===== config.mk =====
export PLATFORM = sky130hd
export DESIGN_NAME = linkup_initiator
export DESIGN_NICKNAME = d
export VERILOG_FILES = /design/src/rtl/linkup_pkg.sv /design/src/rtl/linkup_sync2.sv /design/src/rtl/linkup_initiator.sv
export SDC_FILE = /design/constraint.sdc
export NUM_CORES = 1
export LEC_CHECK = 0
export CAP_MARGIN = 15
export CELL_PAD_IN_SITES_DETAIL_PLACEMENT = 0
export CELL_PAD_IN_SITES_GLOBAL_PLACEMENT = 1
export CORE_MARGIN = 2
export CORE_UTILIZATION = 38
export DETAILED_ROUTE_END_ITERATION = 10
export GPL_ROUTABILITY_DRIVEN = 0
export PLACE_DENSITY_LB_ADDON = 0.08
export SKIP_CTS_REPAIR_TIMING = 1
export SYNTH_ARGS = -nofsm -noshare
export SYNTH_HDL_FRONTEND = slang
export SYNTH_HIERARCHICAL = 1
export SYNTH_SLANG_ARGS = --single-unit

===== constraint.sdc =====
create_clock -name i_Clk -period 4.65 [get_ports i_Clk]
set_input_delay 0.465 -clock i_Clk [delete_from_list [all_inputs] [get_ports i_Clk]]
set_output_delay 0.465 -clock i_Clk [all_outputs]
set_load 0.1 [all_outputs]

===== src/rtl/linkup_pkg.sv =====
// Shared types and constants for the host-side link-up sequencer.
package linkup_pkg;

  localparam int unsigned RETRY_W = 4;

  typedef enum logic [2:0] {
    ST_IDLE    = 3'd0,
    ST_REQ     = 3'd1,
    ST_WAIT    = 3'd2,
    ST_BACKOFF = 3'd3,
    ST_UP      = 3'd4,
    ST_FAIL    = 3'd5
  } state_e;

endpackage


===== src/rtl/linkup_sync2.sv =====
// Generic two-flop synchroniser for asynchronous ICH handshake inputs.
module linkup_sync2 #(
  parameter int unsigned Width = 1
) (
  input  logic             clk_i,
  input  logic             rst_ni,
  input  logic [Width-1:0] d_i,
  output logic [Width-1:0] q_o
);

  logic [Width-1:0] meta_q, sync_q;

  always_ff @(posedge clk_i or negedge rst_ni) begin
    if (!rst_ni) begin
      meta_q <= '0;
      sync_q <= '0;
    end else begin
      meta_q <= d_i;
      sync_q <= meta_q;
    end
  end

  assign q_o = sync_q;

endmodule


===== src/rtl/linkup_initiator.sv =====
// Link-up request sequencer: pulse request, wait for ICH ack, back off and retry, declare failure.
module linkup_initiator
  import linkup_pkg::*;
#(
  parameter int unsigned PULSE_W        = 4,
  parameter int unsigned WAIT_CYCLES    = 16,
  parameter int unsigned BACKOFF_CYCLES = 8,
  parameter int unsigned MAX_RETRY      = 3,
  parameter int unsigned CNT_W          = 16
) (
  input  logic               i_Clk,
  input  logic               i_Rst_n,
  input  logic               i_Start,
  input  logic               i_Abort,
  input  logic               i_ich_linkup,
  output logic               o_LinkUp_En,
  output logic               o_Clear_TimeOut,
  output logic               o_Busy,
  output logic               o_Link_Ok,
  output logic               o_Link_Fail,
  output logic               o_Link_Lost,
  output logic [RETRY_W-1:0] o_Retry_Cnt
);

  localparam logic [CNT_W-1:0]   PulseLast   = CNT_W'(PULSE_W - 1);
  localparam logic [CNT_W-1:0]   WaitLast    = CNT_W'(WAIT_CYCLES - 1);
  localparam logic [CNT_W-1:0]   BackoffLast = CNT_W'(BACKOFF_CYCLES - 1);
  localparam logic [RETRY_W-1:0] RetryMax    = RETRY_W'(MAX_RETRY);

  state_e             state_q, state_d;
  logic [CNT_W-1:0]   cnt_q, cnt_d;
  logic [RETRY_W-1:0] retry_q, retry_d;
  logic               en_q, en_d;
  logic               clr_q, clr_d;
  logic               busy_q, busy_d;
  logic               ok_q, ok_d;
  logic               fail_q, fail_d;
  logic               lost_q, lost_d;
  logic               ack;

  linkup_sync2 #(
    .Width(1)
  ) u_ack_sync (
    .clk_i (i_Clk),
    .rst_ni(i_Rst_n),
    .d_i   (i_ich_linkup),
    .q_o   (ack)
  );

  always_comb begin
    state_d = state_q;
    retry_d = retry_q;
    lost_d  = 1'b0;
    if (i_Abort) begin
      state_d = ST_IDLE;
      retry_d = '0;
    end else begin
      unique case (state_q)
        ST_IDLE: begin
          retry_d = '0;
          if (i_Start) state_d = ST_REQ;
        end
        ST_REQ: if (cnt_q == PulseLast) state_d = ST_WAIT;
        ST_WAIT: begin
          // A late ack beats the timeout decided on the same cycle.
          if (ack) begin
            state_d = ST_UP;
          end else if (cnt_q == WaitLast) begin
            if (retry_q == RetryMax) begin
              state_d = ST_FAIL;
            end else begin
              retry_d = retry_q + RETRY_W'(1);
              state_d = ST_BACKOFF;
            end
          end
        end
        ST_BACKOFF: if (cnt_q == BackoffLast) state_d = ST_REQ;
        ST_UP: begin
          if (!ack) begin
            state_d = ST_BACKOFF;
            retry_d = '0;
            lost_d  = 1'b1;
          end
        end
        ST_FAIL: begin
          if (i_Start) begin
            state_d = ST_REQ;
            retry_d = '0;
          end
        end
        default: state_d = ST_IDLE;
      endcase
    end

    // Phase counter only runs in timed states so it can never wrap while parked.
    if (state_d != state_q) begin
      cnt_d = '0;
    end else if (state_q == ST_REQ || state_q == ST_WAIT || state_q == ST_BACKOFF) begin
      cnt_d = cnt_q + CNT_W'(1);
    end else begin
      cnt_d = '0;
    end

    en_d   = (state_d == ST_REQ);
    busy_d = (state_d == ST_REQ) || (state_d == ST_WAIT) || (state_d == ST_BACKOFF);
    ok_d   = (state_d == ST_UP);
    fail_d = (state_d == ST_FAIL);
    clr_d  = (state_d == ST_BACKOFF) && (state_q != ST_BACKOFF);
  end

  always_ff @(posedge i_Clk or negedge i_Rst_n) begin
    if (!i_Rst_n) begin
      state_q <= ST_IDLE;
      cnt_q   <= '0;
      retry_q <= '0;
      en_q    <= 1'b0;
      clr_q   <= 1'b0;
      busy_q  <= 1'b0;
      ok_q    <= 1'b0;
      fail_q  <= 1'b0;
      lost_q  <= 1'b0;
    end else begin
      state_q <= state_d;
      cnt_q   <= cnt_d;
      retry_q <= retry_d;
      en_q    <= en_d;
      clr_q   <= clr_d;
      busy_q  <= busy_d;
      ok_q    <= ok_d;
      fail_q  <= fail_d;
      lost_q  <= lost_d;
    end
  end

  assign o_LinkUp_En     = en_q;
  assign o_Clear_TimeOut = clr_q;
  assign o_Busy          = busy_q;
  assign o_Link_Ok       = ok_q;
  assign o_Link_Fail     = fail_q;
  assign o_Link_Lost     = lost_q;
  assign o_Retry_Cnt     = retry_q;

endmodule


==> results of run 1 <==
## layer usage
metal,vias up,track usage [%],wire (um)
met1,672,18.2,1650
met5,-,0,0
met3,4,4.78,138
met4,0,6.71,40
met2,27,26.7,1810
li1,664,-,-
## final cells by class
type | count | area [um2] | area share [%]
Sequential cell | 31 | 776 | 39.2
Clock inverter | 1 | 5.00 | 0.253
Timing Repair Buffer | 16 | 155 | 7.84
Inverter | 6 | 22.5 | 1.14
Tap cell | 52 | 65.1 | 3.29
Clock buffer | 6 | 82.6 | 4.17
Multi-Input combinational cell | 128 | 873 | 44.1
## through the flow
step	cells	cell area (um2)
detailed placement	233	1890
global placement	233	1890
floorplan	175	1730
finish	240	1980
global route	240	1980
CTS	240	1980
## registers in the layout (all words and copies together) (netlist names)
signal             cells
cnt_q                 16
o_Busy                 1
o_Clear_TimeOut        1
o_LinkUp_En            1
o_Link_Fail            1
o_Link_Lost            1
o_Link_Ok              1
o_Retry_Cnt            4
state_q                3
u_ack_sync/meta_q      1
u_ack_sync/q_o         1
## logic make-up after synthesis
kind of cell / count (synthesis) / share of synthesized area [%]
multiplexers: 2 / 1.23
flip-flops: 31 / 45.0
XOR/XNOR: 14 / 7.11
buffers and inverters: 16 / 4.42
adder cells (fa/ha/maj): 3 / 2.03
AND/OR/NAND/NOR: 82 / 27.6
AO/OA/AOI/OAI: 27 / 12.6
## synth_stat cells (2+ instances only)
library cell,n,area share [%]
o22ai_1,2,0.73
and3_1,2,0.73
a21oi_1,4,1.2
a211oi_1,3,1.3
nor4_1,4,1.5
ha_1,2,1.5
nand2b_1,5,1.8
or4_1,2,0.87
nand2_1,8,1.7
nor3b_1,2,0.87
nand3_1,7,2.0
xnor2_1,10,5.1
dfrtp_1,31,45
o21ai_0,4,1.2
nand4_1,3,1.1
nor3_1,22,6.4
xor2_1,4,2.0
or4_4,3,2.0
buf_2,4,1.2
clkbuf_1,4,0.87
nor2_1,12,2.6
nor2b_1,4,1.5
a221o_1,2,1.2
inv_1,6,1.3
## power by group
part           total, mW  switching (mW)  internal [mW]
clock network      0.212          0.0964          0.116
logic             0.0545          0.0375         0.0170
registers          0.281         0.00657          0.275
## final timing paths
path                                         from  slack [ns]             end
worst min register to register  u_ack_sync/meta_q        0.36  u_ack_sync/q_o
worst max-delay path                    cnt_q[11]        2.05     o_LinkUp_En
worst max register to register          cnt_q[11]        2.05     o_LinkUp_En
max in group asynchronous                 i_Rst_n        3.79       cnt_q[15]
min in group asynchronous                 i_Rst_n        0.57     o_Link_Lost
worst min-delay path            u_ack_sync/meta_q        0.36  u_ack_sync/q_o
==> report_table.html, run 1 <==
<table>
<tr><th>Metric</th><th>Value</th></tr>
<tr><th colspan="2">Worst setup path</th></tr>
<tr><td>Worst Path Required</td><td>4.84 ns</td></tr>
<tr><td>Buf/Inv on CP</td><td>0</td></tr>
<tr><td>Reg2reg path depth</td><td>5</td></tr>
<tr><td>Worst setup SP type</td><td>flip-flop</td></tr>
<tr><td>Slowest cell on the critical path</td><td>or4_1</td></tr>
<tr><td>Delay-heaviest family, CP</td><td>simple AND/OR/NAND/NOR gates</td></tr>
<tr><td>Crit. End Element</td><td>flip-flop</td></tr>
<tr><td>Count of cell instances traversed by the critical path</td><td>5</td></tr>
<tr><td>Largest stage delay, worst path</td><td>0.63 ns</td></tr>
<tr><td>Largest fanout on the critical path</td><td>6</td></tr>
<tr><td>Class of the most critical setup path</td><td>flip-flop to flip-flop</td></tr>
<tr><td>Arrival time reported for the critical path endpoint</td><td>2.78 ns</td></tr>
<tr><td>Cells along the critical path</td><td>or4_1, or4_4, mux2i_1, a211oi_1, nor3b_1</td></tr>
<tr><th colspan="2">Global routing</th></tr>
<tr><td>Number of antenna violations at the first check in global routing</td><td>0</td></tr>
<tr><td>GR Overflow Total</td><td>0</td></tr>
<tr><td>Combined global-route utilization of all metal layers</td><td>15.7%</td></tr>
<tr><td>Pin count of the biggest net entering global routing</td><td>32</td></tr>
<tr><td>Via count of the first global-routing pass</td><td>1355</td></tr>
<tr><td>Wire length of the first global-routing pass</td><td>6.22 mm</td></tr>
<tr><th colspan="2">Placement</th></tr>
<tr><td>Total half-perimeter wirelength after legalization and detailed placement</td><td>around 2.6 mm</td></tr>
<tr><td># port buffers</td><td>14</td></tr>
<tr><td>Post-Place Worst Slack</td><td>2.11 ns</td></tr>
<tr><th colspan="2">STA</th></tr>
<tr><td>Post-route worst setup slack</td><td>2.05 ns</td></tr>
<tr><td>Post-route setup TNS</td><td>0 ns</td></tr>
<tr><td>Fin. max-slew vios</td><td>0</td></tr>
<tr><td>Fin Clk Skew</td><td>0.00455 ns</td></tr>
<tr><td>Post-route minimum period</td><td>2.60 ns</td></tr>
<tr><td>Final setup violating endpoints</td><td>0</td></tr>
<tr><td>Maximum frequency from static timing analysis</td><td>385 MHz</td></tr>
<tr><td>Unrepaired setup endpoints after global routing</td><td>no</td></tr>
<tr><td>Crit share post-route</td><td>55.8%</td></tr>
<tr><td>Hold Violations, Final</td><td>0</td></tr>
<tr><td>Transition time at the pin with the least slew margin</td><td>0.982 ns</td></tr>
<tr><td>Minimum hold slack</td><td>0.362 ns</td></tr>
<tr><td>Relative max-transition margin</td><td>34.3%</td></tr>
<tr><th colspan="2">Floorplan</th></tr>
<tr><td>Overall die width</td><td>around 71 um</td></tr>
<tr><td>Number of cell rows</td><td>24</td></tr>
<tr><td>Starting density of the core</td><td>between 30% and 40%</td></tr>
<tr><td>Boundary Pins</td><td>15</td></tr>
<tr><td>Vertical die dimension</td><td>71.4 um</td></tr>
<tr><td>DIE AREA</td><td>0.00510 mm2</td></tr>
<tr><td>Standard cell core area</td><td>0.00435 mm2</td></tr>
<tr><th colspan="2">Finish</th></tr>
<tr><td>Area added between synthesis and finish</td><td>14.7%</td></tr>
<tr><td># fillers</td><td>424</td></tr>
<tr><td>End-of-flow core utilization</td><td>approximately 45%</td></tr>
<tr><td>Top library cells by usage in the layout, fill and taps aside</td><td>31 x dfrtp_1, 22 x nor3_1, 14 x clkdlybuf4s50_1</td></tr>
<tr><td>Share of layout cells above drive strength 1</td><td>11.7%</td></tr>
<tr><td>Most common library cell in the layout ignoring fill and taps</td><td>dfrtp_1</td></tr>
<tr><td>Number of nets in the layout</td><td>195</td></tr>
<tr><td>Ant diodes</td><td>0</td></tr>
<tr><th colspan="2">CTS</th></tr>
<tr><td>Htree depth</td><td>2</td></tr>
<tr><td>Clock-pin slew of the registers on the worst-case setup and hold paths</td><td>0.06 ns</td></tr>
<tr><td>TritonCTS clock tree</td><td>built</td></tr>
<tr><td>CTS Buf Count</td><td>5</td></tr>
<tr><td>Worst-Skew Late Latency</td><td>between 0.2 and 0.3 ns</td></tr>
<tr><td>Number of buffers on the longest clock path</td><td>2</td></tr>
<tr><td>Clk Tree Root Cell</td><td>clkbuf_8</td></tr>
<tr><td>Clk sinks</td><td>31</td></tr>
<tr><th colspan="2">Logic synthesis</th></tr>
<tr><td>Flip-flop and latch count after synthesis</td><td>31</td></tr>
<tr><td>Synth unique cells</td><td>49</td></tr>
<tr><td>Combined area of all synthesized cells</td><td>0.00173 mm2</td></tr>
<tr><td>Number of synthesis warnings</td><td>6</td></tr>
<tr><td>Post-synth EDFFs</td><td>0</td></tr>
<tr><td>Gate count after technology mapping</td><td>175</td></tr>
<tr><td>Portion of the post-synthesis area used by sequential elements</td><td>approximately 45%</td></tr>
<tr><td>Post-synthesis async set-or-reset flop share</td><td>100%</td></tr>
<tr><td>Most common flop cell mapped by yosys</td><td>dfrtp_1</td></tr>
<tr><td>Net Count, Synth</td><td>roughly 180</td></tr>
<tr><td>Mean instance size in the synthesized netlist</td><td>9.86 um2</td></tr>
<tr><th colspan="2">Pwr</th></tr>
<tr><td>Overall power after layout</td><td>between 0.5 and 0.6 mW</td></tr>
<tr><td>LEAKAGE</td><td>0.793 nW</td></tr>
<tr><td>Power per standard cell area</td><td>277 mW/mm2</td></tr>
<tr><td>Worst vdd ir</td><td>112 uV</td></tr>
<tr><th colspan="2">Route</th></tr>
<tr><td>First-iteration detailed-routing DRC count</td><td>63</td></tr>
<tr><td>First drt pass iteration count</td><td>4</td></tr>
<tr><td>Total number of vias</td><td>1367</td></tr>
<tr><td>DRT antenna net count</td><td>0</td></tr>
<tr><td>Drc violations</td><td>0</td></tr>
<tr><td>Final wirelength</td><td>around 3.6 mm</td></tr>
<tr><td>Via density per instance</td><td>5.70</td></tr>
<tr><td>Wire per inst</td><td>15.2 um</td></tr>
<tr><th colspan="2">Min path</th></tr>
<tr><td>Hold Crit Class</td><td>flip-flop to flip-flop</td></tr>
<tr><td>Number of cells on the worst hold path</td><td>0</td></tr>
<tr><th colspan="2">Run</th></tr>
<tr><td>Max-cap check violation count</td><td>0</td></tr>
<tr><th colspan="2">Run status</th></tr>
<tr><td>Outcome</td><td>finished clean</td></tr>
</table>
(Power assumes the default switching activity.)
==> run 2: changes to the inputs <==
==> constraint.sdc (replaced) <==
create_clock -name i_Clk -period 2.1 [get_ports i_Clk]
set_input_delay 0.21 -clock i_Clk [delete_from_list [all_inputs] [get_ports i_Clk]]
set_output_delay 0.21 -clock i_Clk [all_outputs]
set_load 0.1 [all_outputs]
==> run 2 against run 1 <==
The flow now finishes with violations (negative setup slack). Via count up 7.0%. Count of clock-buffer cells in the layout did not move. Combinational power rose to 2.6 times the previous value. Utilization increased by 8.6 points. Maximum frequency increased by 13%. Critical path depth increased by 1. Sequential share of layout area is 5.9 points lower.
==> report_table.html, run 2 (synthesis gave the netlist of run 1 again) <==
<table>
<tr><th>Metric</th><th>Value</th></tr>
<tr><th colspan="2">Run status</th></tr>
<tr><td>Outcome</td><td>finished with violations</td></tr>
<tr><td>Violated checks</td><td>negative setup slack</td></tr>
<tr><th colspan="2">Worst setup path</th></tr>
<tr><td>Most prevalent standard cell on the critical path</td><td>or4_4</td></tr>
<tr><td>Reg2Reg Launch Point</td><td>cnt_q[5]</td></tr>
<tr><td>Cells along the critical path</td><td>or4_4, or4_4, mux2i_2, a211oi_2, buf_4, nor3b_2</td></tr>
<tr><td>Arrival time reported for the critical path endpoint</td><td>between 2 and 3 ns</td></tr>
<tr><td>Slowest cell on the critical path</td><td>or4_4</td></tr>
<tr><td>Largest fanout on the critical path</td><td>4</td></tr>
<tr><td>Count of cell instances traversed by the critical path</td><td>6</td></tr>
<tr><td>Buf/Inv on CP</td><td>1</td></tr>
<tr><td>Crit. End Element</td><td>flip-flop</td></tr>
<tr><td>Class of the most critical setup path</td><td>flip-flop to flip-flop</td></tr>
<tr><td>Worst Path Required</td><td>around 2.3 ns</td></tr>
<tr><td>Worst setup SP type</td><td>flip-flop</td></tr>
<tr><td>Worst setup startpoint</td><td>cnt_q[5]</td></tr>
<tr><td>Largest stage delay, worst path</td><td>0.58 ns</td></tr>
<tr><td>Delay-heaviest family, CP</td><td>simple AND/OR/NAND/NOR gates</td></tr>
<tr><td>Reg2reg path depth</td><td>6</td></tr>
<tr><th colspan="2">Placement</th></tr>
<tr><td>Total half-perimeter wirelength after legalization and detailed placement</td><td>2.89 mm</td></tr>
<tr><td>Post-Place Worst Slack</td><td>-0.194 ns</td></tr>
<tr><td>Cell area after placement</td><td>0.00214 mm2</td></tr>
<tr><td># port buffers</td><td>14</td></tr>
<tr><th colspan="2">Floorplan</th></tr>
<tr><td>DIE AREA</td><td>0.00510 mm2</td></tr>
<tr><td>Number of cell rows</td><td>24</td></tr>
<tr><td>Vertical die dimension</td><td>71.4 um</td></tr>
<tr><td>Overall die width</td><td>71.4 um</td></tr>
<tr><td>Boundary Pins</td><td>15</td></tr>
<tr><td>Standard cell core area</td><td>0.00435 mm2</td></tr>
<tr><td>Starting density of the core</td><td>39.6%</td></tr>
<tr><th colspan="2">Finish</th></tr>
<tr><td>Max reg flops</td><td>16</td></tr>
<tr><td>Largest register by flop count</td><td>cnt_q</td></tr>
<tr><td>Ant diodes</td><td>0</td></tr>
<tr><td>Most common library cell in the layout ignoring fill and taps</td><td>buf_4</td></tr>
<tr><td># fillers</td><td>390</td></tr>
<tr><td>Number of nets in the layout</td><td>approximately 230</td></tr>
<tr><td>Final cell area excluding filler cells</td><td>0.00235 mm2</td></tr>
<tr><td>Top library cells by usage in the layout, fill and taps aside</td><td>44 x buf_4, 28 x dfrtp_1, 22 x nor3_1</td></tr>
<tr><td>Share of layout cells above drive strength 1</td><td>between 30% and 40%</td></tr>
<tr><td>Area added between synthesis and finish</td><td>36.4%</td></tr>
<tr><th colspan="2">CTS</th></tr>
<tr><td>Clock-pin slew of the registers on the worst-case setup and hold paths</td><td>0.07 ns</td></tr>
<tr><td>Clk sinks</td><td>31</td></tr>
<tr><td>Number of buffers on the longest clock path</td><td>2</td></tr>
<tr><td>Htree depth</td><td>2</td></tr>
<tr><td>CTS Buf Count</td><td>5</td></tr>
<tr><td>Worst-Skew Late Latency</td><td>0.29 ns</td></tr>
<tr><td>TritonCTS clock tree</td><td>built</td></tr>
<tr><td>Clk Tree Root Cell</td><td>clkbuf_8</td></tr>
<tr><th colspan="2">Min path</th></tr>
<tr><td>Hold Crit Class</td><td>primary input to async pin</td></tr>
<tr><th colspan="2">STA</th></tr>
<tr><td>Final setup violating endpoints</td><td>27</td></tr>
<tr><td>Maximum frequency from static timing analysis</td><td>437 MHz</td></tr>
<tr><td>Fin. max-slew vios</td><td>0</td></tr>
<tr><td>Post-route minimum period</td><td>2.29 ns</td></tr>
<tr><td>Relative max-transition margin</td><td>71.4%</td></tr>
<tr><td>Crit share post-route</td><td>109%</td></tr>
<tr><td>Post-route worst setup slack</td><td>-0.189 ns</td></tr>
<tr><td>Unrepaired setup endpoints after global routing</td><td>yes</td></tr>
<tr><td>Minimum hold slack</td><td>0.315 ns</td></tr>
<tr><td>Fin Clk Skew</td><td>0.00439 ns</td></tr>
<tr><td>Hold Violations, Final</td><td>0</td></tr>
<tr><td>Transition time at the pin with the least slew margin</td><td>0.429 ns</td></tr>
<tr><th colspan="2">Global routing</th></tr>
<tr><td>Pin count of the biggest net entering global routing</td><td>32</td></tr>
<tr><td>GR Overflow Total</td><td>0</td></tr>
<tr><td>Number of antenna violations at the first check in global routing</td><td>0</td></tr>
<tr><td>Wire length of the first global-routing pass</td><td>approximately 6.6 mm</td></tr>
<tr><td>Combined global-route utilization of all metal layers</td><td>16.8%</td></tr>
<tr><td>Via count of the first global-routing pass</td><td>1473</td></tr>
<tr><th colspan="2">Pwr</th></tr>
<tr><td>Worst vdd ir</td><td>388 uV</td></tr>
<tr><td>LEAKAGE</td><td>0.994 nW</td></tr>
<tr><td>Power per standard cell area</td><td>527 mW/mm2</td></tr>
<tr><th colspan="2">Route</th></tr>
<tr><td>First-iteration detailed-routing DRC count</td><td>96</td></tr>
<tr><td>Drc violations</td><td>0</td></tr>
<tr><td>Total number of vias</td><td>1463</td></tr>
<tr><td>Wire per inst</td><td>15.2 um</td></tr>
<tr><td>Via density per instance</td><td>around 5.3</td></tr>
<tr><td>First drt pass iteration count</td><td>4</td></tr>
<tr><td>DRT antenna net count</td><td>0</td></tr>
<tr><td>Final wirelength</td><td>4.17 mm</td></tr>
<tr><th colspan="2">Run</th></tr>
<tr><td>Max-cap check violation count</td><td>0</td></tr>
</table>
[run 2: worst paths after layout]
check	end	slack, ns
min in group i_Clk	u_ack_sync/q_o	0.36
max reg2reg	o_LinkUp_En	-0.19
min reg2reg	u_ack_sync/q_o	0.36
min	o_Busy	0.31
max	o_LinkUp_En	-0.19
max in group asynchronous	o_Retry_Cnt[0]	1.46
[run 2: metal layers]
layer  GRT usage [%]  share of wire [%]  vias up
met5               0                  0        -
met4            9.64                2.4        0
met3            4.50                3.9        9
met2            28.2                 51       26
met1            19.4                 43      701
li1                -                  -      727
[run 2: layout make-up]
type	count	area, um2	area share (%)
Inverter	6	22.5	0.957
Clock inverter	1	5.00	0.213
Clock buffer	6	82.6	3.51
Multi-Input combinational cell	128	983	41.8
Timing Repair Buffer	50	410	17.4
Tap cell	52	65.1	2.76
Sequential cell	31	785	33.3
[run 2: report_power, final]
group | switching, mW | leakage, nW | internal [mW] | total, mW
combinational | 0.0912 | 0.528 | 0.0495 | 0.141
clock | 0.222 | 0.0470 | 0.257 | 0.479
sequential | 0.0136 | 0.419 | 0.608 | 0.621
[run 2: stage by stage]
stage | util [%] | total power, mW | cells | setup TNS [ns]
floorplan | - | 0.716 | 175 | -3.10
global placement | 49.1 | 0.765 | 262 | -3.02
detailed placement | 49.1 | 0.768 | 262 | -3.35
CTS | 51.1 | 1.25 | 269 | -3.74
global route | 54.1 | 1.28 | 274 | -6.31
finish | 54.1 | 1.24 | 274 | -3.79
